## src/rtl/weight_buffer_writer.sv

```systemverilog
// weight_buffer_writer: scatters a weight word stream into N_BUF_X x-interleaved banks
// in the same bank/address order the banked weight reader fetches from.
module weight_buffer_writer #(
    parameter int N_BUF_X    = 5,
    parameter int B_BUF_ADDR = 9,
    parameter int B_SHAPE    = 48,
    parameter int DATA_WIDTH = 64
) (
    input  logic                           clk,
    input  logic                           rstn,
    input  logic [B_SHAPE-1:0]             wei_shape,
    input  logic                           start,
    input  logic                           s_valid,
    output logic                           s_ready,
    input  logic [DATA_WIDTH-1:0]          s_data,
    output logic [N_BUF_X-1:0]             wren,
    output logic [B_BUF_ADDR*N_BUF_X-1:0]  wraddr,
    output logic [DATA_WIDTH-1:0]          wrdata,
    output logic                           busy,
    output logic                           done,
    output logic                           err
);
    localparam int B_COORD = 8;
    localparam int B_RX    = N_BUF_X > 1 ? $clog2(N_BUF_X) : 1;

    typedef enum logic [1:0] {IDLE, WRITE, DONE} state_t;
    state_t state, state_nxt;

    logic [15:0]           w_r, h_r;
    logic [9:0]            n_r, k;
    logic [B_COORD-1:0]    x, y;
    logic [B_RX-1:0]       rx;
    logic [B_BUF_ADDR:0]   addr_r, base_r;
    logic                  load, beat, wr_ok, k_last, y_last, x_last, zero_dim;
    logic                  unused_c;

    assign unused_c = ^wei_shape[5:0];
    assign s_ready  = state == WRITE;
    assign busy     = state != IDLE;
    assign load     = state == IDLE && start;
    assign beat     = s_valid && s_ready;
    assign wr_ok    = beat && !addr_r[B_BUF_ADDR];
    assign zero_dim = wei_shape[15:6] == '0 || wei_shape[31:16] == '0 || wei_shape[47:32] == '0;
    assign k_last   = k == n_r - 10'd1;
    assign y_last   = 16'(y) == h_r - 16'd1;
    assign x_last   = 16'(x) == w_r - 16'd1;

    always_ff @(posedge clk or negedge rstn) begin
        if (!rstn) state <= IDLE;
        else       state <= state_nxt;
    end

    always_comb begin
        state_nxt = state;
        case (state)
            IDLE:    state_nxt = start ? (zero_dim ? DONE : WRITE) : IDLE;
            WRITE:   state_nxt = beat && k_last && y_last && x_last ? DONE : WRITE;
            default: state_nxt = IDLE;
        endcase
    end

    // k innermost, then y, then x; addr_r walks the bank linearly inside a column
    always_ff @(posedge clk or negedge rstn) begin
        if (!rstn) begin
            w_r    <= '0;
            h_r    <= '0;
            n_r    <= '0;
            k      <= '0;
            x      <= '0;
            y      <= '0;
            rx     <= '0;
            addr_r <= '0;
            base_r <= '0;
        end else if (load) begin
            w_r    <= wei_shape[47:32];
            h_r    <= wei_shape[31:16];
            n_r    <= wei_shape[15:6];
            k      <= '0;
            x      <= '0;
            y      <= '0;
            rx     <= '0;
            addr_r <= '0;
            base_r <= '0;
        end else if (beat) begin
            if (k_last) begin
                k <= '0;
                if (y_last) begin
                    y <= '0;
                    x <= x + 1'b1;
                    // wrapping back to bank 0 opens a fresh column region after the last one
                    if (rx == B_RX'(N_BUF_X - 1)) begin
                        rx     <= '0;
                        base_r <= addr_r + 1'b1;
                        addr_r <= addr_r + 1'b1;
                    end else begin
                        rx     <= rx + 1'b1;
                        addr_r <= base_r;
                    end
                end else begin
                    y      <= y + 1'b1;
                    addr_r <= addr_r + 1'b1;
                end
            end else begin
                k      <= k + 1'b1;
                addr_r <= addr_r + 1'b1;
            end
        end
    end

    always_ff @(posedge clk or negedge rstn) begin
        if (!rstn) begin
            wren   <= '0;
            wraddr <= '0;
            wrdata <= '0;
            done   <= 1'b0;
            err    <= 1'b0;
        end else begin
            done   <= state == DONE;
            wren   <= wr_ok ? N_BUF_X'(1) << rx : '0;
            wraddr <= wr_ok ? (B_BUF_ADDR*N_BUF_X)'(addr_r[B_BUF_ADDR-1:0]) << (rx * B_BUF_ADDR) : '0;
            if (beat) wrdata <= s_data;
            err    <= load ? 1'b0 : err | (beat & addr_r[B_BUF_ADDR]);
        end
    end
endmodule

```

## config.mk

```make
export PLATFORM = sky130hd
export DESIGN_NAME = weight_buffer_writer
export DESIGN_NICKNAME = d
export VERILOG_FILES = /design/src/rtl/weight_buffer_writer.sv
export SDC_FILE = /design/constraint.sdc
export NUM_CORES = 1
export LEC_CHECK = 0
export ABC_AREA = 0
export CORE_UTILIZATION = 46
export CTS_BUF_LIST = sky130_fd_sc_hd__clkbuf_8
export DETAILED_ROUTE_END_ITERATION = 8
export PLACE_DENSITY = 0.78
export SYNTH_ARGS = -nofsm -noshare
export SYNTH_HDL_FRONTEND = slang
export SYNTH_SLANG_ARGS = --single-unit
```

## constraint.sdc

```tcl
create_clock -name clk -period 2.5 [get_ports clk]
set_input_delay 0.75 -clock clk [delete_from_list [all_inputs] [get_ports clk]]
set_output_delay 0.75 -clock clk [all_outputs]
set_load 0.1 [all_outputs]
```

# ---- After elaboration in Yosys (flattened, before gate mapping)
# Index checks and enable logic that the tools add are counted.
dict set report totals {
  wordCells 85
  inputBits 116
  out_inout_bits 118
  ff_bits 209
}
dict set report op_classes {
  add_sub_neg 8
  eq_ne 6
  reduce_logical 19
  mux 32
  mul 1
  shift 2
  bitwise_logic 2
}
# cell count
set ops {}
lappend ops {{$mux 10} 12}
lappend ops {{$mux 8} 8}
lappend ops {{$mux 45} 1}
lappend ops {{$shl 9x7->45} 1}
lappend ops {{$eq 8x16->1} 2}
lappend ops {{$logic_not 16->1} 2}
lappend ops {{$sub 16x1->16 const B} 2}
lappend ops {{$add 10x1->10 const B} 2}
lappend ops {{$add 8x1->8 const B} 2}
lappend ops {{$mux 3} 5}
lappend ops {{$eq 10x10->1} 1}
lappend ops {{$logic_not 10->1} 1}
lappend ops {{$sub 10x1->10 const B} 1}
lappend ops {{$reduce_bool 2->1} 4}
lappend ops {{$mul 3x4->7 const B} 1}
lappend ops {{$logic_and 1x1->1} 6}
lappend ops {{$mux 2} 3}
lappend ops {{$mux 5} 1}
lappend ops {{$shl 1x3->5 const A} 1}
lappend ops {{$pmux 2 s2} 1}
lappend ops {{$add 3x1->3 const B} 1}
lappend ops {{$eq 3x3->1 const B} 1}
lappend ops {{$reduce_and 3->1} 1}
lappend ops {{$eq 2x1->1 const B} 1}
lappend ops {{8 further kinds} 9}

# ---- Longest topological paths before layout
dict set report depth {
  word_depth 7
  ltp_mapped 11
  ltp_nobuf 9
}

# ---- Worst setup path after synthesis
# No wires, ideal clock.
dict set report synth_path {
  path_kind {reg2reg}
  start {reg state[1]}
  end {reg x[7]}
  period_less_slack_ns 3.430
  required_time_ns 2.434
  stages_incl_launch_ff 9
  t_arrival_ns 3.364
  path_slack_ns -0.930
  path_buffers 2
  setup_time_ns 0.066
  path_cell_list {dfrtp_1 -> nor2b_1 -> and2_1 -> clkbuf_1 -> o2111a_1 -> nand4b_2 -> buf_6 -> or4_1 -> nand2_1}
}
dict set report synth_via {
  elab_chain_len 4
  elab_cells_between_ends 9
  classes_between {eq/ne (1); mux (1); reduce/logical (7)}
}
# item line
set synth_rtl {}
lappend synth_rtl {{from (decl)} 27} ;# state_t state, state_nxt;
lappend synth_rtl {{from (signal assigned)} 50} ;# else state <= state_nxt;
lappend synth_rtl {{$eq 2x1->1} 38} ;# assign s_ready = state == WRITE;
lappend synth_rtl {{net s_ready} 14} ;# output logic s_ready,
lappend synth_rtl {{$logic_and 1x1->1} 41} ;# assign beat = s_valid && s_ready;
lappend synth_rtl {{$reduce_bool 2->1 (no source line)} n/a}
lappend synth_rtl {{$reduce_and 3->1 (no source line)} n/a}
lappend synth_rtl {{to (signal assigned)} 89} ;# x <= x + 1'b1;
lappend synth_rtl {{to (decl)} 31} ;# logic [B_COORD-1:0] x, y;
# The timed path passes the listed nets, and every way through them passes these cells.
# A chain may end at the register's enable or synchronous reset.

# ---- Worst setup path after layout
dict set report layout_path {
  start {reg h_r[2]}
  end {reg rx[2]}
}
dict set report layout_via {
  elab_chain_len 4
}
# item line
set layout_rtl {}
lappend layout_rtl {{from (decl)} 29} ;# logic [15:0] w_r, h_r;
lappend layout_rtl {{from (signal assigned)} 76} ;# h_r <= wei_shape[31:16];
lappend layout_rtl {{$sub 16x1->16} 45} ;# assign y_last = 16'(y) == h_r - 16'd1;
lappend layout_rtl {{$eq 8x16->1} 45}
lappend layout_rtl {{$reduce_bool 2->1 (no source line)} n/a}
lappend layout_rtl {{$reduce_and 3->1 (no source line)} n/a}
lappend layout_rtl {{to (signal assigned)} 96} ;# rx <= rx + 1'b1;
lappend layout_rtl {{to (decl)} 32} ;# logic [B_RX-1:0] rx;
# Every way passes these cells.

==> summary.txt <==
Req. time, crit path -> 2.95 ns
CTS Hold Bufs -> 0
Yosys warnings -> 0
Crit path max-delay family -> simple AND/OR/NAND/NOR gates
Die X -> 146 microns
largest net degree at the start of global routing -> 72
core area -> 20200 sq um
gr ovfl total -> 0
DR WL/cell -> 15.3 microns
crit path kind -> reg2reg
Final ANT Viol Nets -> 0
Tcrit/Tclk final -> 108%
data arrival time of the critical path -> 3.15 ns
CP Capture Type -> register
Final Slew Violations -> 0
clk_lat worst skew -> 0.54 ns
Main synth FF type -> dfrtp_1
f_max -> 370 MHz
drt drc -> 0
Final #Nets -> 1433
violated checks -> negative setup slack
asr flop ratio synth -> 100%
peak supply drop -> 0.536 mV
IO buf count -> 227
Clock Sinks -> 209
Yosys reg bits -> 209
Setup TNS -> -4.11 ns
I/O pins -> 234
final hold vios -> 0
Cell Rows -> 52
placed cell area -> 12300 sq um
final core utilization -> 66.1%
CTS tree -> done
mapped cell area -> 9480 sq um
fill count -> 1593
share of cells above drive strength 1 -> 22.6%
Area Growth Syn to Fin -> 41.0%
DPL Wire Length -> 17.1 mm
pre-CTS WS -> -0.276 ns
Slew headroom -> 18.4%
Leak -> 6.85 nW
gpl congestion -> 0.831
Worst-path clk slew -> 0.06 ns
number of global-route vias before repair -> 8397
Final setup viols -> 44
status -> finished with violations
Die Ht -> 146 microns
worst setup margin -> -0.199 ns
slew of the pin with the lowest slew margin -> 1.22 ns
clk root buf -> clkbuf_8
Vias/cell -> 5.13
CP Max Fanout -> 10
post-route cell area -> 13400 sq um
syn avg cell area -> 9.43 sq um
worst hold-check path type -> in2async
unrepaired setup endpoints after global routing -> true
pwr/cell area -> 626 nW/um^2
Starting Density -> 46.9%
Worst Skew -> 0.0159 ns
CP max stage delay -> 0.57 ns
Vias -> 8208
Buf+Inv Stages, Crit Path -> 1
Die ar. -> 21200 sq um
startpoint types -> register
antenna diode count -> 0
htree depth -> 2
fin crit period -> 2.70 ns
Routed WL -> 24.5 mm
Worst path slowest cell -> or4b_4
Cell variety after synth -> 65
Post-synth EDFFs -> 0
register area share after synthesis -> 55.2%
crit path cell chain -> nor4_4, nand2_2, or4b_4, a2111oi_4, nand4b_4, buf_6, or4_1, o21ai_0
All-Layer GR Usage -> 23.8%
clock buffer depth -> 3
MaxCap Viol Count -> 0
First-pass DRT Iterations -> 5
first-pass GRT wire length -> 41.4 mm
DR iter-0 viols -> 400
Syn Nets -> 1134
Synth Instances -> 1006
initial antenna violation count -> 0
CTS Buf Count -> 36
cell usage in the layout (no fill, tap or decap), types with 6 or more instances in the layout:
master / count
nor3b_1: 8
nand2b_1: 6
xnor2_1: 16
buf_4: 179
ha_1: 12
mux2i_1: 9
o211ai_1: 8
and3_1: 14
nor4_1: 17
o21ai_0: 25
o21ai_2: 6
buf_6: 6
nor3_1: 26
a21o_1: 8
buf_12: 10
or4_1: 6
a22o_1: 10
xor2_1: 25
dfrtp_1: 208
clkdlybuf4s50_1: 108
clkbuf_8: 43
inv_1: 37
nor2_1: 57
a21oi_1: 7
nand3_1: 14
o22ai_1: 6
nand2_1: 336
nand4_1: 10
sequential cells by signal, indices dropped and copies added, names as in the netlist, 3 cells and up:
name    flops
base_r     10
w_r        16
rx          3
k          10
n_r        10
x           8
addr_r     10
wrdata     64
y           8
wren        5
wraddr     45
h_r        16
timing repair:
action,in CTS,in global routing
setup buffers,7,4
pin swaps,24,16
hold endpoints to repair,0,0
cloned,3,0
gates resized for setup,24,30
setup endpoints to repair,43,49
cell type report:
| cell class | count | area (sq um) | area share (%) |
|---|---|---|---|
| Timing Repair Buffer | 306 | 2760 | 20.6 |
| Tap cell | 270 | 338 | 2.53 |
| Clock inverter | 21 | 180 | 1.35 |
| Sequential cell | 209 | 5230 | 39.1 |
| Inverter | 27 | 101 | 0.758 |
| Multi-Input combinational cell | 725 | 4180 | 31.3 |
| Clock buffer | 42 | 578 | 4.32 |
layer usage:
layer / part of all wire [%] / track usage (%) / up-vias
met5: 0 / 0 / -
met3: 4.7 / 4.73 / 62
met4: 2.9 / 9.00 / 0
met1: 44 / 31.3 / 3933
met2: 48 / 39.1 / 232
li1: - / - / 3981
cell usage after synthesis (10+ instances only):
cell	number	area (sq um)
nand2_1	340	1280
dfrtp_1	209	5230
nor2_1	57	214
clkbuf_1	37	139
o21ai_0	37	185
inv_1	27	101
nor3_1	26	130
xor2_1	25	219
nor4_1	17	106
xnor2_1	17	149
and3_1	15	93.8
nand3_1	15	75.1
ha_1	12	150
a21oi_1	11	55.1
a22o_1	10	87.6
mux2i_1	10	100
nand4_1	10	62.6
cells by family (layout without fill, tap and decap cells):
group,after synthesis,after routing,synth area share (%)
xor+xnor,44,44,4.37
flops,209,209,55.2
simple gates,541,541,25.9
mux,10,10,1.06
compound gates,117,118,8.93
buf+inv,73,396,3.00
fa+ha+maj,12,12,1.58
report_power, final:
part           internal [W]  switching [W]
Sequential          0.00351       0.000112
Combinational      0.000445        0.00105
Clock               0.00186        0.00139
per-stage QoR:
stage	power [W]	instances	hold WS (ns)
2_1_floorplan	0.00459	1006	0.426
3_3_place_gp	0.00511	1523	0.442
3_5_place_dp	0.00514	1523	0.454
4_1_cts	0.00843	1596	0.139
5_1_grt	0.00869	1600	0.160
6_report	0.00837	1600	0.156
path summary, 6_finish.rpt:
check / startpoint / to / slack, ns / depth (start not counted)
setup / recovery: h_r[2] / rx[2] / -0.20 / 8
min in group clk: state[0] / done / 0.46 / 1
setup reg to reg: h_r[2] / rx[2] / -0.20 / 8
hold reg to reg: state[0] / done / 0.46 / 1
hold / removal: rstn / h_r[5] / 0.16 / 1
max in group asynchronous: rstn / wraddr[30] / 1.67 / 2
(Power assumes the default switching activity.)
